File: src/rtl/pulse_rate_meter_pkg.sv
// Shared constants and types for the pulse rate meter and its sibling LED tick counter.
// Both blocks derive their default gate from the same half-second helper.
package pulse_rate_meter_pkg;

    localparam int unsigned DefaultClkFreq  = 25_000_000;
    localparam int unsigned DefaultCntWidth = 8;

    typedef enum logic {
        StIdle    = 1'b0,
        StMeasure = 1'b1
    } state_e;

    function automatic int unsigned half_second_gate(input int unsigned clk_freq);
        return clk_freq / 2;
    endfunction

    localparam int unsigned DefaultGateCycles = half_second_gate(DefaultClkFreq);

endpackage

File: src/rtl/pulse_rate_meter_if.sv
// Measurement-side signal bundle: enable and raw input in, result and monitor strobes out.
interface pulse_rate_meter_if
    import pulse_rate_meter_pkg::*;
#(
    parameter int unsigned CNT_WIDTH = DefaultCntWidth
) ();

    logic                 en;
    logic                 sig_in;
    logic [CNT_WIDTH-1:0] count_out;
    logic                 count_valid;
    logic                 overflow;
    logic                 edge_pulse;

    modport master (
        output en,
        output sig_in,
        input  count_out,
        input  count_valid,
        input  overflow,
        input  edge_pulse
    );

    modport slave (
        input  en,
        input  sig_in,
        output count_out,
        output count_valid,
        output overflow,
        output edge_pulse
    );

endinterface

File: src/rtl/pulse_rate_meter_sync_edge_detect.sv
// Two-flop synchronizer plus history flop; emits the synchronized level and a rising-edge pulse.
// All flops reset high so a level held through reset never looks like an edge.
module sync_edge_detect (
    input  logic clk_i,
    input  logic rst_ni,
    input  logic sig_i,
    output logic level_o,
    output logic rise_o
);

    logic sync1_d, sync1_q;
    logic sync2_d, sync2_q;
    logic hist_d, hist_q;

    always_comb begin
        sync1_d = sig_i;
        sync2_d = sync1_q;
        hist_d  = sync2_q;
    end

    always_ff @(posedge clk_i) begin
        if (!rst_ni) begin
            sync1_q <= 1'b1;
            sync2_q <= 1'b1;
            hist_q  <= 1'b1;
        end else begin
            sync1_q <= sync1_d;
            sync2_q <= sync2_d;
            hist_q  <= hist_d;
        end
    end

    assign level_o = sync2_q;
    assign rise_o  = sync2_q & ~hist_q;

endmodule

File: src/rtl/pulse_rate_meter.sv
// Counts synchronized rising edges of sig_in over back-to-back gate windows and publishes
// one saturating count per window, with an overflow flag when edges were lost to saturation.
module pulse_rate_meter
    import pulse_rate_meter_pkg::*;
#(
    parameter int unsigned CLK_FREQ    = DefaultClkFreq,
    parameter int unsigned GATE_CYCLES = half_second_gate(CLK_FREQ),
    parameter int unsigned CNT_WIDTH   = DefaultCntWidth
) (
    input logic               clk,
    input logic               rst_n,
    pulse_rate_meter_if.slave bus
);

    localparam int unsigned GateWidth = (GATE_CYCLES > 1) ? $clog2(GATE_CYCLES) : 1;
    localparam logic [GateWidth-1:0] GateLast = GateWidth'(GATE_CYCLES - 1);
    localparam logic [CNT_WIDTH-1:0] CntMax   = '1;

    if (GATE_CYCLES < 2) begin : g_gate_check
        $error("GATE_CYCLES must be at least 2");
    end

    logic sig_level;
    logic edge_pulse;
    logic unused_sig_level;

    sync_edge_detect u_sync_edge_detect (
        .clk_i   (clk),
        .rst_ni  (rst_n),
        .sig_i   (bus.sig_in),
        .level_o (sig_level),
        .rise_o  (edge_pulse)
    );

    assign unused_sig_level = sig_level;

    state_e               state_d, state_q;
    logic [GateWidth-1:0] gate_d, gate_q;
    logic [CNT_WIDTH-1:0] edge_cnt_d, edge_cnt_q;
    logic                 ovf_int_d, ovf_int_q;
    logic [CNT_WIDTH-1:0] count_out_d, count_out_q;
    logic                 overflow_d, overflow_q;
    logic                 count_valid_d, count_valid_q;

    logic                 edge_sat;
    logic [CNT_WIDTH-1:0] edge_next;
    logic                 ovf_next;

    // Edge count and overflow bit as they stand once this cycle's pulse is folded in; the
    // terminal cycle publishes these so an edge landing on the last gate cycle still counts.
    always_comb begin
        edge_sat  = (edge_cnt_q == CntMax);
        edge_next = edge_cnt_q;
        if (edge_pulse && !edge_sat) begin
            edge_next = edge_cnt_q + CNT_WIDTH'(1);
        end
        ovf_next = ovf_int_q | (edge_pulse & edge_sat);
    end

    always_comb begin
        state_d       = state_q;
        gate_d        = gate_q;
        edge_cnt_d    = edge_cnt_q;
        ovf_int_d     = ovf_int_q;
        count_out_d   = count_out_q;
        overflow_d    = overflow_q;
        count_valid_d = 1'b0;

        unique case (state_q)
            StIdle: begin
                gate_d     = '0;
                edge_cnt_d = '0;
                ovf_int_d  = 1'b0;
                if (bus.en) begin
                    state_d = StMeasure;
                end
            end

            StMeasure: begin
                if (gate_q == GateLast) begin
                    // Result is published even if en drops on this very cycle.
                    count_out_d   = edge_next;
                    overflow_d    = ovf_next;
                    count_valid_d = 1'b1;
                    gate_d        = '0;
                    edge_cnt_d    = '0;
                    ovf_int_d     = 1'b0;
                    if (!bus.en) begin
                        state_d = StIdle;
                    end
                end else if (!bus.en) begin
                    state_d    = StIdle;
                    gate_d     = '0;
                    edge_cnt_d = '0;
                    ovf_int_d  = 1'b0;
                end else begin
                    gate_d     = gate_q + GateWidth'(1);
                    edge_cnt_d = edge_next;
                    ovf_int_d  = ovf_next;
                end
            end

            default: begin
                state_d = StIdle;
            end
        endcase
    end

    always_ff @(posedge clk) begin
        if (!rst_n) begin
            state_q       <= StIdle;
            gate_q        <= '0;
            edge_cnt_q    <= '0;
            ovf_int_q     <= 1'b0;
            count_out_q   <= '0;
            overflow_q    <= 1'b0;
            count_valid_q <= 1'b0;
        end else begin
            state_q       <= state_d;
            gate_q        <= gate_d;
            edge_cnt_q    <= edge_cnt_d;
            ovf_int_q     <= ovf_int_d;
            count_out_q   <= count_out_d;
            overflow_q    <= overflow_d;
            count_valid_q <= count_valid_d;
        end
    end

    assign bus.count_out   = count_out_q;
    assign bus.count_valid = count_valid_q;
    assign bus.overflow    = overflow_q;
    assign bus.edge_pulse  = edge_pulse;

endmodule

File: src/flat_wrapper.sv
// flat-port wrapper written by rule: the top's interface ports become plain ports
module pulse_rate_meter_flat import pulse_rate_meter_pkg::*;
#(
    parameter int unsigned CLK_FREQ    = DefaultClkFreq,
    parameter int unsigned GATE_CYCLES = half_second_gate(CLK_FREQ),
    parameter int unsigned CNT_WIDTH   = DefaultCntWidth
)
  (clk, rst_n, bus_en, bus_sig_in, bus_count_out, bus_count_valid, bus_overflow, bus_edge_pulse);
  pulse_rate_meter_if #(.CNT_WIDTH(CNT_WIDTH)) bus_i ();
  input logic clk;
  input logic rst_n;
  input wire logic [$bits(bus_i.en)-1:0] bus_en;
  input wire logic [$bits(bus_i.sig_in)-1:0] bus_sig_in;
  output wire logic [$bits(bus_i.count_out)-1:0] bus_count_out;
  output wire logic [$bits(bus_i.count_valid)-1:0] bus_count_valid;
  output wire logic [$bits(bus_i.overflow)-1:0] bus_overflow;
  output wire logic [$bits(bus_i.edge_pulse)-1:0] bus_edge_pulse;
  assign bus_i.en = bus_en;
  assign bus_i.sig_in = bus_sig_in;
  assign bus_count_out = bus_i.count_out;
  assign bus_count_valid = bus_i.count_valid;
  assign bus_overflow = bus_i.overflow;
  assign bus_edge_pulse = bus_i.edge_pulse;
  pulse_rate_meter #(.CLK_FREQ(CLK_FREQ), .GATE_CYCLES(GATE_CYCLES), .CNT_WIDTH(CNT_WIDTH)) u_core (.clk(clk), .rst_n(rst_n), .bus(bus_i));
endmodule
File: config.mk
export PLATFORM = sky130hd
export DESIGN_NAME = pulse_rate_meter_flat
export DESIGN_NICKNAME = d
export VERILOG_FILES = /design/src/rtl/pulse_rate_meter_pkg.sv /design/src/rtl/pulse_rate_meter_if.sv /design/src/rtl/pulse_rate_meter_sync_edge_detect.sv /design/src/rtl/pulse_rate_meter.sv /design/src/flat_wrapper.sv
export SDC_FILE = /design/constraint.sdc
export NUM_CORES = 1
export LEC_CHECK = 0
export CAP_MARGIN = 5
export CORE_AREA = 2 2 75 77
export CTS_BUF_LIST = sky130_fd_sc_hd__clkbuf_4 sky130_fd_sc_hd__clkbuf_8 sky130_fd_sc_hd__clkbuf_16
export DETAILED_ROUTE_END_ITERATION = 7
export DIE_AREA = 0 0 77 79
export PLACE_DENSITY = 0.62
export SLEW_MARGIN = 30
export SYNTH_ARGS = -nofsm -noshare
export SYNTH_HDL_FRONTEND = slang
export SYNTH_SLANG_ARGS = --single-unit
File: constraint.sdc
create_clock -name clk -period 4.4 [get_ports clk]
set_input_delay 0.44 -clock clk [delete_from_list [all_inputs] [get_ports clk]]
set_output_delay 0.44 -clock clk [all_outputs]
set_load 0.03 [all_outputs]
* Word-level counts from Yosys, hierarchy flattened *
Index checks and enable logic that the tools add are counted.
Widths: inputs -> output; s select.

storage, ports and cells
  register bits = 47
  bits in latches = 0
  memory bits (writable) = 0
  bits in read-only memories = 0
  input bits = 4
  word-level logic and storage cells = 35
  memories = 0

cells by class
  add/subtract/negate cells = 2
  multiply operators = 0
  div/mod/pow operators = 0
  magnitude comparators = 0
  equality and inequality tests = 2
  shift operators = 0
  multiplexer cells = 12
  bitwise logic cells = 5
  reduce and logical (&&, ||, !) cells = 4

operators by type and width
  cell                   count
  $mux 24                2
  $pmux 24 s2            1
  $add 24x1->24 const B  1
  $eq 24x24->1 const B   1
  $mux 8                 3
  $pmux 8 s2             1
  $add 8x1->8 const B    1
  $eq 8x8->1 const B     1
  $mux 1                 4
  $reduce_and 2->1       2
  $and 1x1->1            2
  $not 1->1              2
  $pmux 1 s2             1
  $logic_and 1x1->1      1
  $logic_not 1->1        1
  $or 1x1->1             1

* Longest topological paths before layout *
Gate-level depths: netlist of run 1.

  word-level depth = 7
  depth in mapped cells = 8
  mapped depth without buffers = 6

* Modules after synthesis *
A second synthesis of run 1 with hierarchy kept.

unflattened totals
  cell total of the unflattened synthesis = 234
  area, all modules = 2,052.0 um2

modules (own cells, without submodules)
  module            instances  cells each  area each (um2)  sequential area each (um2)
  pulse_rate_meter  1          227         1,959.4          880.8
  sync_edge_detect  1          7           92.6             60.1

* Worst setup path after synthesis of run 1 *
Ideal clock, no wire load.

  path type = reg-to-reg
  from = register u_core.gate_q[0]
  to = register u_core.count_out_q[3] (netlist: u_core.bus.count_out[3])
  setup time = 0.124 ns
  data arrival time = 1.644 ns
  setup slack = 2.631 ns
  cell stages (with the launch flop) = 9
  path buffers = 2
  cells stage by stage = dfxtp_1 > ha_1 > and4_1 > buf_4 > nand4_1 > nor3_4 > buf_6 > mux2i_1 > nor2_1

on the way
  cells in the longest elaborated chain, start to end = 2

ends and longest elaborated chain
  element                     line                     RTL
  start: declaration          pulse_rate_meter.sv:38   logic [GateWidth-1:0] gate_d, gate_q;
  start signal: assignment    pulse_rate_meter.sv:120  gate_q <= gate_d;
  $eq 24x24->1                pulse_rate_meter.sv:80   if (gate_q == GateLast) begin
  $reduce_and 2->1 (no line)  n/a
  end signal: assignment      pulse_rate_meter.sv:123  count_out_q <= count_out_d;
  end: declaration            pulse_rate_meter.sv:41   logic [CNT_WIDTH-1:0] count_out_d, count_out_q;

No other way between the ends.
A chain may end at the register's enable or synchronous reset.

* Worst setup path after layout of run 1 *
  from = register u_core.gate_q[0]
  to = register u_core.gate_q[7]

on the way
  cells in the longest elaborated chain, start to end = 4
  elaborated cells between the ends (all ways) = 5
  those cells by class = add/sub: 1; eq/ne: 1; mux: 3

ends and longest elaborated chain
  element        line                    RTL
  $add 24x1->24  pulse_rate_meter.sv:97  gate_d = gate_q + GateWidth'(1);
  $mux 24        pulse_rate_meter.sv:91  end else if (!bus.en) begin
  $mux 24 *      pulse_rate_meter.sv:80
  $pmux 24 s2 *  pulse_rate_meter.sv:69  unique case (state_q)

Every way passes the cells marked *; elsewhere a longest branch is shown, timed or not.

==> summary by stage, run 1 <==
Placement
The post-placement worst setup slack is ~2 ns. The total half-perimeter wirelength after legalization and detailed placement is roughly 2.5 mm. The routability congestion estimate from global placement is 0.8113. In this run the tool buffered the top-level ports with 14 buffer cells. The total cell area at the placement stage is 2230 sq um.

Timing
The minimum hold slack is 0.4148 ns. Adding up every negative setup slack in the final design gives 0 ns. The relative slew slack is 52.50%.

The number of failing hold endpoints at the final stage is 0. Setup repair after global routing left no endpoint under its margin. The clock period minus worst slack is 2.288 ns.

The final critical-path setup slack is 2.112 ns. The maximum operating frequency is 437.1 MHz. The total setup violations reported at the end of the flow is 0.

The number of max-slew violations in the final report is 0. The post-route fraction of the period consumed by the critical path is 52.00%. Between clock sinks in the finished design, the worst skew comes to 0.007203 ns.

For the pin with the worst max-slew slack, the measured transition is between 0.7 and 0.8 ns.

GRT
The remaining global-route overflow is 0. The number of global-route vias before repair is 1409. Entering global routing, the biggest net connects 18 pins. The number of antenna violations at the first check in global routing is 0. The first global-routing pass estimated 6.285 mm of wire.

Global routing used 12.90% of the available tracks across all layers.

Detailed routing
The detail route stage leaves a number of antenna-violating nets equal to 0. The mean number of vias per cell is 4.869. The number of optimization iterations in the first detailed-route pass is 4. Dividing the detail-routed wire length by the instance count gives 11.67 um. After detailed routing, the number of remaining DRC violations is 0. The detailed router's first-iteration violation count is 56. The routed design has 3.570 mm of wire. The detailed router placed 1490 vias in this run.

Critical path
The worst-case reg-to-reg path depth is 6. The sort of element at the end of the critical path is a flip-flop. Traced cell by cell, the critical path runs through ha_1, and4_1, nand4_1, o211ai_1, buf_4, nor2_1. The number of buffers and inverters on the critical path is 1.

The launch point of the critical path is u_core.gate_q[0]. The slowest cell on the critical path is sky130_fd_sc_hd__o211ai_1. In this run the worst setup path terminates at u_core.gate_q[7]. The kind of cell with the highest combined delay along the critical path is simple AND/OR/NAND/NOR gates.

The highest fanout seen on the critical path is 17. STA puts the critical path data required time at approximately 4.6 ns. The worst flop-to-flop path endpoint is u_core.gate_q[7]. The start of the worst register-to-register path is u_core.gate_q[0]. The type of the worst setup path is flip-flop to flip-flop. The number of gates on the worst path with buffers counted is 6.

The setup check on the worst reg-to-reg path leaves a slack of 2.11 ns. The signal arrival time at the worst endpoint is 2.47 ns. The type of element launching the critical path is a flip-flop. On the worst path, the slowest cell contributes a delay of 0.57 ns.

Yosys
In this run, synthesis inferred 0 flip-flops with an integrated enable. The largest total area in the synthesized netlist belongs to sky130_fd_sc_hd__dfxtp_1. The share of synthesized area occupied by flip-flops and latches is a little under half. The synthesized instance count is approximately 220. The share of synthesized area in the top cell type comes to 46.19%. The synthesis warning total is 0.

The area of the mapped netlist is 2037 sq um. Synthesis instantiated 33 different standard cells from the library. The synthesized net count is 224.

The number of register bits inferred by synthesis is 47. The post-synthesis average cell area is 9.344 sq um. Ranked by total cell area, the synthesized netlist is headed by sky130_fd_sc_hd__dfxtp_1 46%, sky130_fd_sc_hd__xor2_1 7.7%, sky130_fd_sc_hd__nor2_1 7.6%. After synthesis, the share of flip-flops with an asynchronous set or reset is 0%. In the synthesized netlist the dominant register cell turns out to be sky130_fd_sc_hd__dfxtp_1.

Run
The number of maximum-capacitance constraint violations is 0.

Clocking
Clock latency on the worst-skew pair, taken at its later pin, is 0.29 ns. In this run the clock root is driven by a sky130_fd_sc_hd__clkbuf_8. The H-tree was split into 2 levels. The clock passes through at most 2 buffers. Counting every sink on the clock net gives 47. The count of hold buffers inserted by post-cts repair is 0. The TritonCTS buffer count is 5. After clock tree synthesis, the setup repair step added 0 buffers. The clock transition at the registers of the reported paths is approximately 0.080 ns. TritonCTS built the clock tree. The post-cts resize count is 0.

Cells and area
At the end of the flow, the number of nets in the layout was between 200 and 250. The ratio of cells with drive above 1 in the final layout is 7.692%. After filler insertion, the fill cell instance count of the layout stands at 579.

The final instance area is 2328 sq um. The layout overhead on the synthesized area is 14.31%. The total inserted antenna cells is 0.

The share of the core filled with cells in the final layout is 43.62%. In the layout the commonest cells are 47 x sky130_fd_sc_hd__dfxtp_1, 41 x sky130_fd_sc_hd__nor2_1, 18 x sky130_fd_sc_hd__xor2_1, 14 x sky130_fd_sc_hd__clkdlybuf4s50_1, 12 x sky130_fd_sc_hd__nand4_1. The library cell used most frequently in the layout, excluding fill and tap cells, is sky130_fd_sc_hd__dfxtp_1.

Die
The standard-cell row count is 27. The floorplan step defined a core boundary enclosing 5338 sq um. The die is ~77 um wide.

The die height is 79 um. The floorplan die area is ~6000 sq um. During I/O placement, the number of pins put on the boundary was 15. For this configuration, the core starts out at a cell density of between 30% and 40%.

Hold path
In this run the worst hold path is classified as flip-flop to flip-flop.

Power and ir drop
The power density relative to cell area is 305.7 nW/um^2. The worst supply voltage drop on vdd is 197.9 uV. Summed over all cells, the static leakage comes to 0.0007990 uW.

Run status
The run finished with clean final reports.
worst min-delay path by stage:
stage                                            startpoint                                 to  slack (ns)  depth (start not counted)
final                     u_core.u_sync_edge_detect.sync1_q  u_core.u_sync_edge_detect.level_o        0.41                          1
after global routing      u_core.u_sync_edge_detect.sync1_q  u_core.u_sync_edge_detect.level_o        0.46                          1
after CTS                 u_core.u_sync_edge_detect.sync1_q  u_core.u_sync_edge_detect.level_o        0.42                          1
after detailed placement  u_core.u_sync_edge_detect.sync1_q  u_core.u_sync_edge_detect.level_o        0.40                          1
after global placement    u_core.u_sync_edge_detect.sync1_q  u_core.u_sync_edge_detect.level_o        0.39                          1
after floorplan           u_core.u_sync_edge_detect.sync1_q  u_core.u_sync_edge_detect.level_o        0.39                          1
worst reg2reg max path, delay by kind of cell, from the launching register on:
kind | cells | cell delay, ns
AO/OA/AOI/OAI | 1 | 0.57
adder cells (fa/ha/maj) | 1 | 0.21
buffers and inverters | 1 | 0.34
flip-flops | 1 | 0.38
AND/OR/NAND/NOR | 3 | 0.67
routing by layer:
layer / vias to the layer above / GRT usage [%] / share of wire (%)
met5: - / 0 / 0
met4: 0 / 4.286 / 0.64
met3: 2 / 3.750 / 2.2
met2: 11 / 22.54 / 49
met1: 701 / 15.24 / 48
li1: 776 / - / -
power breakdown:
| group | switching [uW] | internal [uW] |
|---|---|---|
| combinational | 7.31 | 4.93 |
| clock | 137 | 135 |
| sequential | 0.957 | 427 |
registers in the layout, indices dropped and copies added (netlist names):
signal,flops
u_core.bus.count_out,8
u_core.u_sync_edge_detect.hist_q,1
u_core.u_sync_edge_detect.sync1_q,1
u_core.bus.overflow,1
u_core.u_sync_edge_detect.level_o,1
u_core.gate_q,24
u_core.bus.count_valid,1
u_core.state_q,1
u_core.edge_cnt_q,8
u_core.ovf_int_q,1
area by class of cell:
cell class                      count  area, sq um  area share, %
Clock inverter                      1        8.758         0.3761
Tap cell                           72        90.09          3.869
Multi-Input combinational cell    156         1017          43.69
Sequential cell                    47        940.9          40.41
Inverter                            7        26.28          1.128
Clock buffer                        7        90.09          3.869
Timing Repair Buffer               16        155.1          6.663
synthesized netlist by cell type (2+ instances only):
library cell	number
sky130_fd_sc_hd__a21oi_1	4
sky130_fd_sc_hd__buf_6	2
sky130_fd_sc_hd__nor2b_1	2
sky130_fd_sc_hd__xnor2_1	6
sky130_fd_sc_hd__clkbuf_1	2
sky130_fd_sc_hd__o211ai_1	2
sky130_fd_sc_hd__mux2i_1	7
sky130_fd_sc_hd__and2_1	4
sky130_fd_sc_hd__nand2b_1	6
sky130_fd_sc_hd__and3_1	11
sky130_fd_sc_hd__xor2_1	18
sky130_fd_sc_hd__dfxtp_1	47
sky130_fd_sc_hd__nand2_1	9
sky130_fd_sc_hd__nand3_1	9
sky130_fd_sc_hd__inv_1	7
sky130_fd_sc_hd__a211oi_2	4
sky130_fd_sc_hd__buf_2	3
sky130_fd_sc_hd__ha_1	2
sky130_fd_sc_hd__and4_1	7
sky130_fd_sc_hd__nand4_1	12
sky130_fd_sc_hd__nor3_1	2
sky130_fd_sc_hd__nor2_1	41
per-stage QoR:
| step | total power [uW] | instances |
|---|---|---|
| 6_report | 711.9 | 306 |
| 5_1_grt | 744.9 | 306 |
| 4_1_cts | 724.6 | 306 |
| 3_5_place_dp | 450.4 | 298 |
| 3_3_place_gp | 450.3 | 298 |
| 2_1_floorplan | 444.3 | 218 |
kinds of logic after synthesis:
family / count (synthesis) / synth area share, %
buffers and inverters: 15 / 3.870
AO/OA/AOI/OAI: 15 / 5.958
AND/OR/NAND/NOR: 108 / 28.99
multiplexers: 7 / 3.440
XOR/XNOR: 24 / 10.32
adder cells (fa/ha/maj): 2 / 1.228
flip-flops: 47 / 46.19
(Power assumes the default switching activity.)
==> run 2, diff against run 1 <==
Clock period 4.4 ns to 2.2 ns, I/O delays scaled along.
==> run 2 against run 1 <==
Net effect:
- final cell count increased by 0.98%
- clock power up 140%
- wire length rose by 1.0%
- sequential share of layout area shrank 0.77 points
- die area stayed put
- sequential cell count stayed put
- critical endpoint is now u_core.gate_q[10]
- largest cell class unchanged
- largest power group unchanged
==> summary by stage, run 2 (synthesis results as in run 1) <==
Cells and area
In the final design database the tool counted 242 nets. After routing the design area is about 2400 sq um. The largest register by flop count is u_core.gate_q.

The register with the most flip-flops in the layout has 24 of them. The most common library cell in the layout ignoring fill and taps is sky130_fd_sc_hd__dfxtp_1. In the layout the commonest cells are 47 x sky130_fd_sc_hd__dfxtp_1, 41 x sky130_fd_sc_hd__nor2_1, 18 x sky130_fd_sc_hd__xor2_1, 14 x sky130_fd_sc_hd__clkdlybuf4s50_1, 12 x sky130_fd_sc_hd__nand4_1. The total inserted antenna cells is 0. The number of fill cells is ~550. The count of cells in the finished layout, fillers not included, comes to around 300. Cells with a size suffix above 1 make up between 8 and 9% of the layout. Relative to the synthesized area, the layout overhead comes to 16.52%.

Detailed routing
Dividing the detail-routed via count by the number of cells gives 4.819. The first detailed-routing pass ran for 4 iterations. Dividing the detail-routed wire length by the instance count gives ~12 um.

The detailed router's first-iteration violation count is 72. The via total after detailed routing is 1489. The post-route antenna net violation count is 0.

The detailed-route DRC error count is 0. Wires add up to 3.607 mm.

Critical path
The signal arrival time at the worst endpoint is between 2 and 2.5 ns. The required time of the worst setup path is 2.38 ns. The worst-case reg-to-reg path depth is 7. The worst setup slack for register-to-register paths is around 0.27 ns. The sort of element at the end of the critical path is a flip-flop. The start of the worst register-to-register path is u_core.gate_q[0].

The most critical setup path has its endpoint at u_core.gate_q[10]. The worst setup path is launched from a flip-flop. The launch point of the critical path is u_core.gate_q[0]. Along the worst path, the maximum fanout reaches 18. The worst register-to-register path ends at u_core.gate_q[10]. The type of the worst setup path is flip-flop to flip-flop.

Die
The chip width is 77 um. After floorplanning, the core was sized to cover 5338 sq um. Row generation in the floorplan step produced 27 rows. The number of top-level design ports is 15. The die covers 6083 sq um. The starting density of the core is a little under two fifths. From bottom edge to top edge, the die measures between 70 and 80 um.

Hold path
The min-delay analysis places its worst path in the category flip-flop to flip-flop.

Clocking
The post-CTS setup buffer count is 0. The clock reaches the later pin of the worst-skew pair after 0.29 ns. The total number of clock tree sinks is 47. The clock transition at the registers of the reported paths is 0.09 ns. Buffers inserted during clock tree synthesis total 5. For this design, the CTS-stage hold fixing added 0 buffers. In this run the clock root is driven by a sky130_fd_sc_hd__clkbuf_8. The H-tree generated during clock tree synthesis spans 2 levels. The post-cts resize count is 0. The CTS tree is done. The clock passes through at most 2 buffers.

Placement
The number of placed instances, taps included, is around 300. The post-placement worst setup slack is 0.2710 ns. The number of port buffers is 14.

The total half-perimeter wirelength after legalization and detailed placement is 2.584 mm. The total cell area at the placement stage is about 2300 sq um. The routability congestion estimate from global placement is 0.7842.

Timing
The number of failing hold endpoints at the final stage is 0. The final setup TNS is 0 ns. For the pin with the worst max-slew slack, the measured transition is 0.3937 ns. Setup violations remaining at the end of the flow were counted as 0. Setup repair after global routing left no endpoint under its margin. The worst clock skew is 0.008274 ns. The clock period minus worst slack is approximately 1.9 ns.

The relative slew slack is between 70% and 80%. Timing would allow up to 517.6 MHz. The number of max-slew violations in the final report was 0. Once routing completed, OpenROAD measured the worst setup slack at 0.2679 ns. The post-route fraction of the period consumed by the critical path is between 80 and 90%.

Run
Max-cap violations in this run came to 0.

GRT
Entering global routing, the biggest net connects 19 pins. The remaining global-route overflow is 0. The global-route wire length before repair is 6.575 mm.

Global routing used about an eighth of the available tracks across all layers. The number of global-route vias before repair is 1460. The number of antenna violations at the first check in global routing came to 0.

Power and ir drop
The internal portion of the total power is 1237 uW. The switching fraction of total power is 19.60%. Dividing total power by cell area gives a power density of roughly 650 nW/um^2. The share of total power dissipated in sequential elements is between 50% and 60%. The clock network is responsible for 42.8% of the overall power. Across the VDD grid, the largest voltage drop is 506.8 uV. The combinational share of power is between 1.5 and 2%.

In this run the static leakage power is 0.0008253 uW. The switching power of the nets is 301.6 uW.

Run status
The flow ran to the end, and the final reports show no timing, DRC or antenna violations.
run 2: power by group through the flow:
stage | Clock [uW] | Combinational [uW] | Sequential (uW)
detailed placement | 0 | 25.1 | 875
CTS | 682 | 25.3 | 855
finish | 659 | 24.7 | 855
global placement | 0 | 25.2 | 875
floorplan | 0 | 13.5 | 875
global route | 716 | 28.2 | 856
run 2: stage by stage:
step           hold slack (ns)  utilization, %  total power (uW)
2_1_floorplan           0.2930               -             888.5
3_3_place_gp            0.3886           42.19             900.6
3_5_place_dp            0.3965           42.19             900.6
4_1_cts                 0.4203           44.47              1563
5_1_grt                 0.4487           44.47              1601
6_report                0.4155           44.47              1539
run 2: cell type report:
class | count | area, sq um | share of cell area, %
inverter | 7 | 26.28 | 1.107
sequential | 47 | 940.9 | 39.64
timing repair buffer | 19 | 177.7 | 7.485
multi-input combinational | 156 | 1017 | 42.86
tap | 72 | 90.09 | 3.795
clock buffer | 6 | 82.58 | 3.479
clock inverter | 2 | 38.79 | 1.634
run 2: how the worst min path moves through the flow:
stage / startpoint / slack (ns) / depth (start not counted) / end
floorplan: rst_n / 0.29 / 1 / u_core.u_sync_edge_detect.level_o
global placement: u_core.u_sync_edge_detect.sync1_q / 0.39 / 1 / u_core.u_sync_edge_detect.level_o
detailed placement: u_core.u_sync_edge_detect.sync1_q / 0.40 / 1 / u_core.u_sync_edge_detect.level_o
CTS: u_core.u_sync_edge_detect.sync1_q / 0.42 / 1 / u_core.u_sync_edge_detect.level_o
global route: u_core.u_sync_edge_detect.sync1_q / 0.45 / 1 / u_core.u_sync_edge_detect.level_o
finish: u_core.u_sync_edge_detect.sync1_q / 0.42 / 1 / u_core.u_sync_edge_detect.level_o
run 2: critical path: stages, from the launching register on:
cell	delay [ns]
sky130_fd_sc_hd__dfxtp_1	0.38
sky130_fd_sc_hd__ha_1	0.22
sky130_fd_sc_hd__and4_1	0.33
sky130_fd_sc_hd__buf_4	0.18
sky130_fd_sc_hd__nand4_1	0.13
sky130_fd_sc_hd__o211ai_1	0.23
sky130_fd_sc_hd__buf_4	0.28
sky130_fd_sc_hd__nor2_1	0.07
run 2: layer usage:
layer	up-vias	global-route usage [%]	share of wire [%]
li1	785	-	-
met1	683	16.04	50
met2	19	23.42	46
met3	2	3.523	3.1
met4	0	3.750	0.42
met5	-	0	0
==> run 3, diff against run 2 <==
Settings changed: RECOVER_POWER from default to 25.
==> run 3 against run 2 <==
Net effect:
- final cell count unchanged
- sequential cell count unchanged
- setup slack better by 0.00069 ns
- wire length up 0.17%
- register-to-register slack about the same
- count of clock-buffer cells in the layout unchanged
- largest cell class unchanged
- combinational power down 2%
- hold slack about the same
==> summary by stage, run 3 (synthesis results as in run 1) <==
Timing
The relative slew slack is 73.58%. The number of failing hold endpoints at the final stage is 0. Setup violations remaining at the end of the flow were counted as 0.

The number of max-slew violations in the final report is 0. The routed design could run at a clock period as short as 1.931 ns. The maximum operating frequency is a little over 500 MHz. The post-route fraction of the period consumed by the critical path is 87.79%. Clock skew on the completed layout was measured at 0.007788 ns. Setup repair after global routing left no endpoint under its margin. The final setup TNS is 0 ns. The transition time at the pin with the least slew margin is 0.3921 ns.

Detailed routing
The post-route antenna net violation count is 0. Summed over all layers, the routed wires come to ~3.6 mm. After the first detailed-routing iteration, the DRC count stood at 75. The routed layout has 1483 vias. For this run, design rule violations remaining after detail routing come to 0. Before antenna repair, the detailed router went through 4 iterations. After detailed routing, the average wire length per cell comes to 11.69 um. The mean number of vias per cell is 4.799.

Placement
At the end of routability-driven placement, the weighted congestion stood at ~0.8. Counting tap cells, the placed design contains a total of ~300 instances. The total half-perimeter wirelength after legalization and detailed placement is 2.584 mm. The number of port buffers is 14.

Run status
The flow ran to the end, and the final reports show no timing, DRC or antenna violations.

Die
Pin placement for this block handled 15 I/O pins. The standard-cell row count is 27. The chip width is 77 um.

The die height is 79 um. The starting density of the core is 38.16%. The core area is 5338 sq um.

The die covers 6083 sq um.

Clocking
CTS placed an instance of sky130_fd_sc_hd__clkbuf_8 at the clock tree root. The clock transition at the registers of the reported paths is 0.09 ns. The number of gates resized after CTS was 0. After clock tree synthesis, the setup repair step added 0 buffers. The clock latency on the worst-skew pair is 0.29 ns. Hold repair after CTS inserted 0 buffers. The clock net in this run drives a total of 47 sinks. TritonCTS created 5 clock buffers.

The H-tree was split into 2 levels. The clock passes through at most 2 buffers. The CTS tree is done.

Cells and area
The number of flip-flops under the largest register name is 24. The number of standard cells in the final layout excluding fillers is 309. The most common library cell in the layout ignoring fill and taps is sky130_fd_sc_hd__dfxtp_1. The layout overhead on the synthesized area is 16.52%. The net count of the finished layout is 242. The ratio of cells with drive above 1 in the final layout is 8.861%. The total inserted antenna cells is 0.

In the layout the commonest cells are 47 x sky130_fd_sc_hd__dfxtp_1, 41 x sky130_fd_sc_hd__nor2_1, 18 x sky130_fd_sc_hd__xor2_1, 12 x sky130_fd_sc_hd__nand4_1. Fill cells in the final layout number 548. The largest register by flop count is u_core.gate_q.

GRT
The remaining global-route overflow is 0. The number of antenna violations at the first check in global routing was 0. The total global-route track usage is 13.29%. The largest net degree at the start of global routing is 19. The first global-routing pass estimated 6.575 mm of wire. The number of global-route vias before repair is 1460.

Critical path
The cell seen most often among critical-path stages is sky130_fd_sc_hd__buf_4. The type of element launching the critical path is a flip-flop. The slowest stage of the critical path is the sky130_fd_sc_hd__dfxtp_1 cell. The biggest cell delay along the critical path is 0.38 ns. The worst setup path is captured at a flip-flop. The critical path goes through ha_1, and4_1, buf_4, nand4_1, o211ai_1, buf_4, nor2_1.

The type of the worst setup path is flip-flop to flip-flop. The highest fanout seen on the critical path is 18. The required time of the worst setup path is 2.38 ns.

The signal arrival time at the worst endpoint is 2.11 ns. The critical path buffer and inverter count is 2. The family of cells with the greatest summed delay on the critical path is simple AND/OR/NAND/NOR gates.

Power and ir drop
The switching fraction of total power is roughly a fifth. The combinational share of power is 1.6%. The relative contribution of the clock network to total power is 42.8%. The power density relative to cell area is approximately 650 nW/um^2. The internal power summed over all cells is 1237 uW. Summed over all nets, the switching power comes to 301.9 uW. The worst-case IR drop observed on VDD is 506.6 uV. In this run the static leakage power is 0.0008607 uW.

In this run, flip-flops and latches consume 55.6% of the power.

Run
The number of maximum-capacitance constraint violations is 0.

Hold path
The worst hold-check path type is flip-flop to flip-flop.
[run 3: changes by cell type in the layout (fill, tap and decap cells not counted), sizes merged]
cell           before  now
clkdlybuf4s50      14    3
dlygate4sd3         0   11
[run 3: per-stage QoR]
stage	hold WS [ns]	cell area (sq um)	utilization [%]	total power (uW)	worst slack, ns
after global placement	0.3886	2252	42.19	900.6	0.3496
final	0.4157	2374	44.47	1539	0.2686
after CTS	0.4203	2374	44.47	1563	0.2548
after floorplan	0.2930	2037	-	888.5	0.4315
after detailed placement	0.3965	2252	42.19	900.6	0.2710
after global routing	0.4487	2374	44.47	1600	0.09447
[run 3: power groups by stage]
stage	Sequential, uW	Clock (uW)	Combinational [uW]
floorplan	875	0	13.5
global placement	875	0	25.2
detailed placement	875	0	25.1
CTS	855	682	25.3
global route	856	716	27.7
finish	855	659	24.3
[run 3: worst paths after layout]
path	startpoint	to	slack, ns	depth (start not counted)
max	u_core.gate_q[0]	u_core.gate_q[10]	0.27	7
min	u_core.u_sync_edge_detect.sync1_q	u_core.u_sync_edge_detect.level_o	0.42	1
min reg2reg	u_core.u_sync_edge_detect.sync1_q	u_core.u_sync_edge_detect.level_o	0.42	1
max reg2reg	u_core.gate_q[0]	u_core.gate_q[10]	0.27	7
[run 3: worst register-to-register path: cells and delay by family, from the launching register on]
kind	cells	cell delay, ns
AO/OA/AOI/OAI	1	0.23
adder cells (fa/ha/maj)	1	0.22
buffers and inverters	2	0.46
flip-flops	1	0.38
AND/OR/NAND/NOR	3	0.54
[run 3: per-layer routing]
layer,vias up,routed length (um),GRT usage (%)
met1,678,1816,16.04
met2,19,1671,23.42
met5,-,0,0
met3,2,110,3.523
li1,784,-,-
met4,0,15,3.750
[run 3: layout make-up]
cell class              count  area [sq um]  area share (%)
multi-input cells         156          1017           42.86
clock inverters             2         38.79           1.634
inverters                   7         26.28           1.107
flip-flops and latches     47         940.9           39.64
well taps                  72         90.09           3.795
clock buffers               6         82.58           3.479
repair buffers             19         177.7           7.485
